$ cat src/rtl/mdu_pkg.sv
// ---------------------------------------------------------------------------
// mdu_pkg
// Shared definitions for the iterative multiply/divide unit: operation
// encodings, FSM state encoding, the default datapath width and the LO value
// returned when a divide sees a zero divisor.
// ---------------------------------------------------------------------------
package mdu_pkg;

    // Default operand and HI/LO width
    localparam int MDU_WIDTH = 32;

    // Operation encodings as driven by the execute stage
    localparam logic [2:0] OP_MULT  = 3'b000;
    localparam logic [2:0] OP_MULTU = 3'b001;
    localparam logic [2:0] OP_DIV   = 3'b010;
    localparam logic [2:0] OP_DIVU  = 3'b011;
    localparam logic [2:0] OP_MADD  = 3'b100;
    localparam logic [2:0] OP_MSUB  = 3'b101;

    // LO result of any divide whose divisor is zero
    localparam logic [MDU_WIDTH-1:0] DIV0_LO = 32'hFFFF_FFFF;

    // Operation schedule
    typedef enum logic [2:0] {
        ST_IDLE  = 3'd0,
        ST_PREP  = 3'd1,
        ST_CALC  = 3'd2,
        ST_FIX   = 3'd3,
        ST_WRITE = 3'd4
    } mdu_state_e;

    // Encodings 110 and 111 are not operations and must never start the unit
    function automatic logic opIsLegal(input logic [2:0] opCode);
        return (opCode <= OP_MSUB);
    endfunction

endpackage

$ cat src/rtl/mdu_iter_step.sv
// ---------------------------------------------------------------------------
// mdu_iter_step
// One iteration of the unsigned multiply/divide datapath, purely
// combinational.  The accumulator pair {accHi, accLo} is interpreted as:
//   multiply: accHi = partial product upper half, accLo = remaining
//             multiplier bits (LSB consumed first, product bits shift in
//             from the top)
//   divide:   accHi = partial remainder, accLo = dividend bits still to be
//             consumed (MSB first) with quotient bits shifting in at LSB
//
// Ports:
//   isDiv_i   1      select divide (trial subtract) vs multiply (shift-add)
//   accHi_i   WIDTH  current upper accumulator
//   accLo_i   WIDTH  current lower accumulator
//   opnd_i    WIDTH  multiplicand magnitude or divisor magnitude
//   accHi_o   WIDTH  next upper accumulator
//   accLo_o   WIDTH  next lower accumulator
// ---------------------------------------------------------------------------
module mdu_iter_step #(
    parameter int WIDTH = 32
) (
    input  logic             isDiv_i,
    input  logic [WIDTH-1:0] accHi_i,
    input  logic [WIDTH-1:0] accLo_i,
    input  logic [WIDTH-1:0] opnd_i,
    output logic [WIDTH-1:0] accHi_o,
    output logic [WIDTH-1:0] accLo_o
);

    logic [WIDTH:0] addSum;
    logic [WIDTH:0] shiftedRem;
    logic [WIDTH:0] trialDiff;

    // The extra bit on addSum keeps the carry so it can shift back into the
    // upper half; on trialDiff the extra bit is the borrow, which means the
    // divisor did not fit and the previous remainder must be restored.
    always_comb begin
        addSum     = {1'b0, accHi_i} + (accLo_i[0] ? {1'b0, opnd_i} : '0);
        shiftedRem = {accHi_i, accLo_i[WIDTH-1]};
        trialDiff  = shiftedRem - {1'b0, opnd_i};
        accHi_o    = addSum[WIDTH:1];
        accLo_o    = {addSum[0], accLo_i[WIDTH-1:1]};

        if (isDiv_i) begin
            if (!trialDiff[WIDTH]) begin
                accHi_o = trialDiff[WIDTH-1:0];
                accLo_o = {accLo_i[WIDTH-2:0], 1'b1};
            end else begin
                accHi_o = shiftedRem[WIDTH-1:0];
                accLo_o = {accLo_i[WIDTH-2:0], 1'b0};
            end
        end
    end

endmodule

$ cat src/rtl/mul_div_unit.sv
// ---------------------------------------------------------------------------
// mul_div_unit
// Iterative multiply/divide unit feeding the HI/LO register pair.  Every
// legal operation follows the same fixed schedule:
//   PREP (1) -> CALC (WIDTH) -> FIX (1) -> WRITE (1)
// so the write strobes appear in the 35th cycle after the start edge.
// Signed operations run on magnitudes; signs are recorded in PREP and the
// two's-complement correction (and MADD/MSUB accumulation) happens in FIX.
//
// Ports:
//   Clk       in   rising-edge clock
//   Rst_n     in   asynchronous active-low reset
//   start     in   operation request, only honoured in IDLE
//   flush     in   synchronous kill of the in-flight operation
//   op        in   operation code (see mdu_pkg)
//   a, b      in   rs / rt operands
//   hi_cur    in   current HI, accumulated into by MADD/MSUB
//   lo_cur    in   current LO, accumulated into by MADD/MSUB
//   busy      out  operation in flight (PREP..WRITE)
//   done      out  one-cycle completion pulse
//   hi_write  out  HI write enable
//   lo_write  out  LO write enable
//   hi_wdata  out  HI write data, held between writes
//   lo_wdata  out  LO write data, held between writes
// CNT_W must satisfy 2**CNT_W > WIDTH.
// ---------------------------------------------------------------------------
module mul_div_unit
    import mdu_pkg::*;
#(
    parameter int WIDTH = MDU_WIDTH,
    parameter int CNT_W = 6
) (
    input  logic             Clk,
    input  logic             Rst_n,
    input  logic             start,
    input  logic             flush,
    input  logic [2:0]       op,
    input  logic [WIDTH-1:0] a,
    input  logic [WIDTH-1:0] b,
    input  logic [WIDTH-1:0] hi_cur,
    input  logic [WIDTH-1:0] lo_cur,
    output logic             busy,
    output logic             done,
    output logic             hi_write,
    output logic             lo_write,
    output logic [WIDTH-1:0] hi_wdata,
    output logic [WIDTH-1:0] lo_wdata
);

    mdu_state_e       state_q, state_d;
    logic [CNT_W-1:0] cnt_q, cnt_d;
    logic [2:0]       op_q, op_d;
    logic [WIDTH-1:0] a_q, a_d;
    logic [WIDTH-1:0] b_q, b_d;
    logic [WIDTH-1:0] hiCur_q, hiCur_d;
    logic [WIDTH-1:0] loCur_q, loCur_d;
    logic [WIDTH-1:0] opnd_q, opnd_d;
    logic [WIDTH-1:0] accHi_q, accHi_d;
    logic [WIDTH-1:0] accLo_q, accLo_d;
    logic             prodNeg_q, prodNeg_d;
    logic             remNeg_q, remNeg_d;
    logic [WIDTH-1:0] hiWdata_q, hiWdata_d;
    logic [WIDTH-1:0] loWdata_q, loWdata_d;

    logic             isDiv;
    logic             isSigned;
    logic             divZero;
    logic [WIDTH-1:0] absA;
    logic [WIDTH-1:0] absB;
    logic [WIDTH-1:0] stepHi;
    logic [WIDTH-1:0] stepLo;
    logic [WIDTH-1:0] quoFix;
    logic [WIDTH-1:0] remFix;
    logic [2*WIDTH-1:0] magProd;
    logic [2*WIDTH-1:0] sgnProd;
    logic [2*WIDTH-1:0] curPair;
    logic [2*WIDTH-1:0] mulRes;

    mdu_iter_step #(
        .WIDTH (WIDTH)
    ) u_step (
        .isDiv_i (isDiv),
        .accHi_i (accHi_q),
        .accLo_i (accLo_q),
        .opnd_i  (opnd_q),
        .accHi_o (stepHi),
        .accLo_o (stepLo)
    );

    // Operation decode and sign handling on the latched operands.  The
    // magnitude of the most negative value is its own bit pattern, which is
    // still correct when read as unsigned.
    always_comb begin
        isDiv    = (op_q == OP_DIV) || (op_q == OP_DIVU);
        isSigned = !((op_q == OP_MULTU) || (op_q == OP_DIVU));
        divZero  = (b_q == '0);
        absA     = (isSigned && a_q[WIDTH-1]) ? -a_q : a_q;
        absB     = (isSigned && b_q[WIDTH-1]) ? -b_q : b_q;
    end

    // Result correction used in FIX.  prodNeg_q doubles as the quotient sign
    // for divides, since both are a[msb]^b[msb].
    always_comb begin
        magProd = {accHi_q, accLo_q};
        sgnProd = prodNeg_q ? -magProd : magProd;
        curPair = {hiCur_q, loCur_q};
        quoFix  = prodNeg_q ? -accLo_q : accLo_q;
        remFix  = remNeg_q ? -accHi_q : accHi_q;
        case (op_q)
            OP_MADD: mulRes = curPair + sgnProd;
            OP_MSUB: mulRes = curPair - sgnProd;
            default: mulRes = sgnProd;
        endcase
    end

    // Next-state logic.  A flush overrides everything, including a start in
    // IDLE and the FIX-cycle update of the write data, so a killed operation
    // leaves no trace on the outputs.
    always_comb begin
        state_d   = state_q;
        cnt_d     = cnt_q;
        op_d      = op_q;
        a_d       = a_q;
        b_d       = b_q;
        hiCur_d   = hiCur_q;
        loCur_d   = loCur_q;
        opnd_d    = opnd_q;
        accHi_d   = accHi_q;
        accLo_d   = accLo_q;
        prodNeg_d = prodNeg_q;
        remNeg_d  = remNeg_q;
        hiWdata_d = hiWdata_q;
        loWdata_d = loWdata_q;

        if (flush) begin
            state_d = ST_IDLE;
        end else begin
            case (state_q)
                ST_IDLE: begin
                    if (start && opIsLegal(op)) begin
                        state_d = ST_PREP;
                        op_d    = op;
                        a_d     = a;
                        b_d     = b;
                        hiCur_d = hi_cur;
                        loCur_d = lo_cur;
                    end
                end
                ST_PREP: begin
                    accHi_d   = '0;
                    accLo_d   = absA;
                    opnd_d    = absB;
                    prodNeg_d = isSigned && (a_q[WIDTH-1] ^ b_q[WIDTH-1]);
                    remNeg_d  = isSigned && isDiv && a_q[WIDTH-1];
                    cnt_d     = '0;
                    state_d   = ST_CALC;
                end
                ST_CALC: begin
                    accHi_d = stepHi;
                    accLo_d = stepLo;
                    cnt_d   = cnt_q + CNT_W'(1);
                    if (cnt_q == CNT_W'(WIDTH - 1)) begin
                        state_d = ST_FIX;
                    end
                end
                ST_FIX: begin
                    if (isDiv) begin
                        if (divZero) begin
                            hiWdata_d = a_q;
                            loWdata_d = WIDTH'(DIV0_LO);
                        end else begin
                            hiWdata_d = remFix;
                            loWdata_d = quoFix;
                        end
                    end else begin
                        hiWdata_d = mulRes[2*WIDTH-1:WIDTH];
                        loWdata_d = mulRes[WIDTH-1:0];
                    end
                    state_d = ST_WRITE;
                end
                ST_WRITE: begin
                    state_d = ST_IDLE;
                end
                default: begin
                    state_d = ST_IDLE;
                end
            endcase
        end
    end

    // State and datapath registers
    always_ff @(posedge Clk or negedge Rst_n) begin
        if (!Rst_n) begin
            state_q   <= ST_IDLE;
            cnt_q     <= '0;
            op_q      <= '0;
            a_q       <= '0;
            b_q       <= '0;
            hiCur_q   <= '0;
            loCur_q   <= '0;
            opnd_q    <= '0;
            accHi_q   <= '0;
            accLo_q   <= '0;
            prodNeg_q <= 1'b0;
            remNeg_q  <= 1'b0;
            hiWdata_q <= '0;
            loWdata_q <= '0;
        end else begin
            state_q   <= state_d;
            cnt_q     <= cnt_d;
            op_q      <= op_d;
            a_q       <= a_d;
            b_q       <= b_d;
            hiCur_q   <= hiCur_d;
            loCur_q   <= loCur_d;
            opnd_q    <= opnd_d;
            accHi_q   <= accHi_d;
            accLo_q   <= accLo_d;
            prodNeg_q <= prodNeg_d;
            remNeg_q  <= remNeg_d;
            hiWdata_q <= hiWdata_d;
            loWdata_q <= loWdata_d;
        end
    end

    // Status and strobes are decodes of the registered state, so reset
    // forces them low without waiting for a clock edge.
    assign busy     = (state_q != ST_IDLE);
    assign done     = (state_q == ST_WRITE);
    assign hi_write = (state_q == ST_WRITE);
    assign lo_write = (state_q == ST_WRITE);
    assign hi_wdata = hiWdata_q;
    assign lo_wdata = loWdata_q;

endmodule

$ cat config.mk
export PLATFORM = sky130hd
export DESIGN_NAME = mul_div_unit
export DESIGN_NICKNAME = d
export VERILOG_FILES = /design/src/rtl/mdu_pkg.sv /design/src/rtl/mdu_iter_step.sv /design/src/rtl/mul_div_unit.sv
export SDC_FILE = /design/constraint.sdc
export NUM_CORES = 1
export LEC_CHECK = 0
export BUFFER_PORTS_ARGS = -buffer_cell sky130_fd_sc_hd__buf_2
export CAP_MARGIN = 20
export CORE_MARGIN = 5
export CORE_UTILIZATION = 46
export DETAILED_ROUTE_END_ITERATION = 10
export SLEW_MARGIN = 20
export SYNTH_ARGS = -nofsm -noshare
export SYNTH_HDL_FRONTEND = slang
export SYNTH_SLANG_ARGS = --single-unit
$ cat constraint.sdc
create_clock -name Clk -period 9.05 [get_ports Clk]
set_input_delay 0.905 -clock Clk [delete_from_list [all_inputs] [get_ports Clk]]
set_output_delay 0.905 -clock Clk [all_outputs]
set_load 0.03 [all_outputs]
==> results_dict.tcl <==
set metrics [dict create \
    status "finished, final reports clean" \
    synth_cell_types 95 \
    synth_warnings 0 \
    synthTopCellsByArea "dfrtp_1 (30%), ha_1 (6.5%), o21ai_0 (6.1%)" \
    synth-compound-area-share 0.236 \
    nets 3449 \
    dpl_cell_area_um2 27000 \
    synth_edf_count 0 \
    peakVddDrop_mv 0.194 \
    setup_violations 0 \
    cap_violations 0 \
    drtAntennaViolNets 0 \
    cts_hold_buf 0 \
    pre_cts_ws_ns 1.65 \
    grt_pass1_wl_mm 136 \
    crit_path_end_kind "flop" \
    tightest_slew_ns 1.16 \
    avgSynthCellArea_um2 8.22 \
    rsz0062_at_grt "false" \
    finClkSkew_ns 0.0370 \
    synth_top_area_share 0.296 \
    cts_buffer_depth 3 \
    synth_area_um2 25500 \
    synth_ff_type "dfrtp_1" \
    detailed_place_hpwl_mm 68.2 \
    postLayoutCellArea_um2 28200 \
    antenna_found_initial 1 \
    setup-tns-final_ns 0 \
    wire_per_inst_um 22.4 \
    synth_seq_cells 302 \
    gr-total-overflow 0 \
    coreArea_um2 55000 \
    min_period_ns 7.63 \
    synth_top_family_by_area "compound AO/OA/AOI/OAI gates" \
    leakage_nw 12.7 \
    grt_max_degree 112 \
    syn_nets 3377 \
    grt_pass1_vias 23000 \
    synth_top_area_cell "dfrtp_1" \
    slew_headroom 0.208 \
    synthAdderAreaFrac 0.0675 \
    firstDrtPassIters 9 \
    numPortBuffers 202 \
    synth-xor-area-share 0.111 \
    initial_core_util 0.464 \
    fmax_mhz 131 \
    startpoint_type "flop" \
    multiInputGateArea_um2 16900 \
    cts_sinks 302 \
    synthCells 3106 \
    clk_pin_slew_worst_paths_ns 0.06 \
    row_count 86 \
    htreeDepth 2 \
    viasPerCell 6.07 \
    post-route-period-util 0.843 \
    async_flop_share 1.00 \
    clk-insertion-delay-late_ns 0.59 \
    dieArea_um2 60300 \
    postCtsSetupRepairBufs 0 \
    vias 24000 \
    drc 0 \
    seq_area_frac_synth 0.296 \
    setup_ws_ns 1.42 \
    min_path_type "in2async" \
    powerDensity_nw_per_um2 454 \
    drive_above_1_share 0.155 \
    cp.arrival_ns 8.08 \
    cp.required_ns 9.50 \
    cts_buffers 37 \
    track_usage 0.284 \
    die_x_um 246 \
    critPathMaxFanout 11 \
    routed_wl_mm 88.5 \
    io_pins 203 \
    drv_slew 0 \
    worst-setup-path-type "reg2reg" \
    whs_ns 0.420 \
    area_growth_syn_to_layout_pct 10.4 \
    muxShareOfSynthArea 0.0681 \
    drt_iter0_drc 2184 \
    register_area_um2 7560 \
    root_buffer "clkbuf_16" \
    gp_congestion 0.961 \
    cts_tree "built" \
    cts_resized 0 \
    final_hold_viol_count 0 \
    n_fill_cell 5377 \
    fp.dieH_um 246 \
    yosys.area_share.simple 0.178 \
]
## worst paths after layout
| check | startpoint | endpoint | slack (ns) | depth (start not counted) |
|---|---|---|---|---|
| setup / recovery | accLo_q[0] | hi_wdata[31] | 1.42 | 25 |
| hold / removal | Rst_n | loCur_q[16] | 0.42 | 1 |
| setup reg to reg | accLo_q[0] | hi_wdata[31] | 1.42 | 25 |
| hold reg to reg | lo_wdata[22] | lo_wdata[22] | 0.47 | 1 |
| max in group asynchronous | Rst_n | prodNeg_q | 7.07 | 2 |
| min in group Clk | lo_wdata[22] | lo_wdata[22] | 0.47 | 1 |
## cells in the final DEF, fill, tap and decap left out, drive strengths merged, types with 32 or more instances in the layout
cell type and count:
a21o 100, a31oi 39, dfrtp 302, nand2 377
nor2 220, xor2 163, ha 133, xnor2 161
inv 79, nor3 61, o21ai 325, o211ai 32
mux2 133, buf 235, nand3 76, o31ai 37
a21oi 209, clkbuf 47
## logic make-up after synthesis
| family | after synthesis |
|---|---|
| xor gates and xnor gates | 324 |
| AOI/OAI and AO/OA | 960 |
| and+or+nand+nor | 947 |
| DFF | 302 |
| buffers and inverters | 280 |
| muxes | 157 |
| adders and majority gates | 136 |
## routing by layer
| layer | track usage | part of all wire | vias to the layer above |
|---|---|---|---|
| met1 | 0.413 | 0.46 | 11500 |
| li1 | - | - | 11300 |
| met5 | 0 | 0 | - |
| met2 | 0.446 | 0.44 | 972 |
| met3 | 0.0354 | 0.067 | 149 |
| met4 | 0.0793 | 0.029 | 0 |
## critical path: stages, from the launching register on
cell      delay (ns)
dfrtp_1         0.53
inv_1           0.15
ha_1            0.20
nor2b_1         0.27
nand2_1         0.25
o41ai_1         0.45
xor2_1          0.48
nand2_1         0.17
nor4_2          0.55
inv_1           0.14
nor3_1          0.37
a31oi_1         0.17
xnor2_1         0.17
ha_1            0.34
and3_1          0.23
a31o_2          0.24
a221oi_1        0.32
o221ai_1        0.20
or2_2           0.33
o21ai_0         0.50
a211oi_1        0.21
o211ai_1        0.44
a21oi_1         0.19
a221oi_1        0.38
xnor2_1         0.17
o21ai_1         0.07
## metrics by stage
step                      power, mW  instances  utilization
final                          12.8       3951        0.513
after detailed placement       11.0       3887        0.490
after global placement         11.0       3887        0.490
after global routing           13.7       3950        0.513
after CTS                      12.7       3950        0.513
after floorplan                8.83       3106            -
## cell usage after synthesis, drive strengths merged, types with 26 or more instances
cell type  instances
a21o             100
a21oi            209
a22oi             26
a31oi             39
buf               45
clkbuf           157
dfrtp            302
ha               133
inv               77
mux2             133
nand2            377
nand2b            28
nand3             76
nand4             30
nor2             220
nor3              61
o211ai            32
o21ai            325
o31ai             37
xnor2            161
xor2             163
## power breakdown
part           switching, mW  leakage (nW)  internal, mW  total, mW
Sequential             0.746          3.78          1.79       2.54
Clock                  0.633         0.602         0.912       1.55
Combinational           5.34          8.36          3.39       8.72
## final cells by class
| type | count | share of cell area |
|---|---|---|
| multi-input cells | 2524 | 0.600 |
| clock buffers | 47 | 0.0360 |
| diodes | 1 | 0.0000888 |
| inverters | 78 | 0.0104 |
| well taps | 748 | 0.0332 |
| clock inverters | 16 | 0.00763 |
| flip-flops and latches | 302 | 0.268 |
| repair buffers | 235 | 0.0450 |
## registers in the layout, indices dropped and copies added, names as in the netlist, 6 cells and up
signal    cells
accHi_q      32
accLo_q      32
cnt_q         6
hi_wdata     32
lo_wdata     32
b_q          32
loCur_q      32
a_q          32
opnd_q       32
hiCur_q      32
Power figures use the tool's default switching activity.
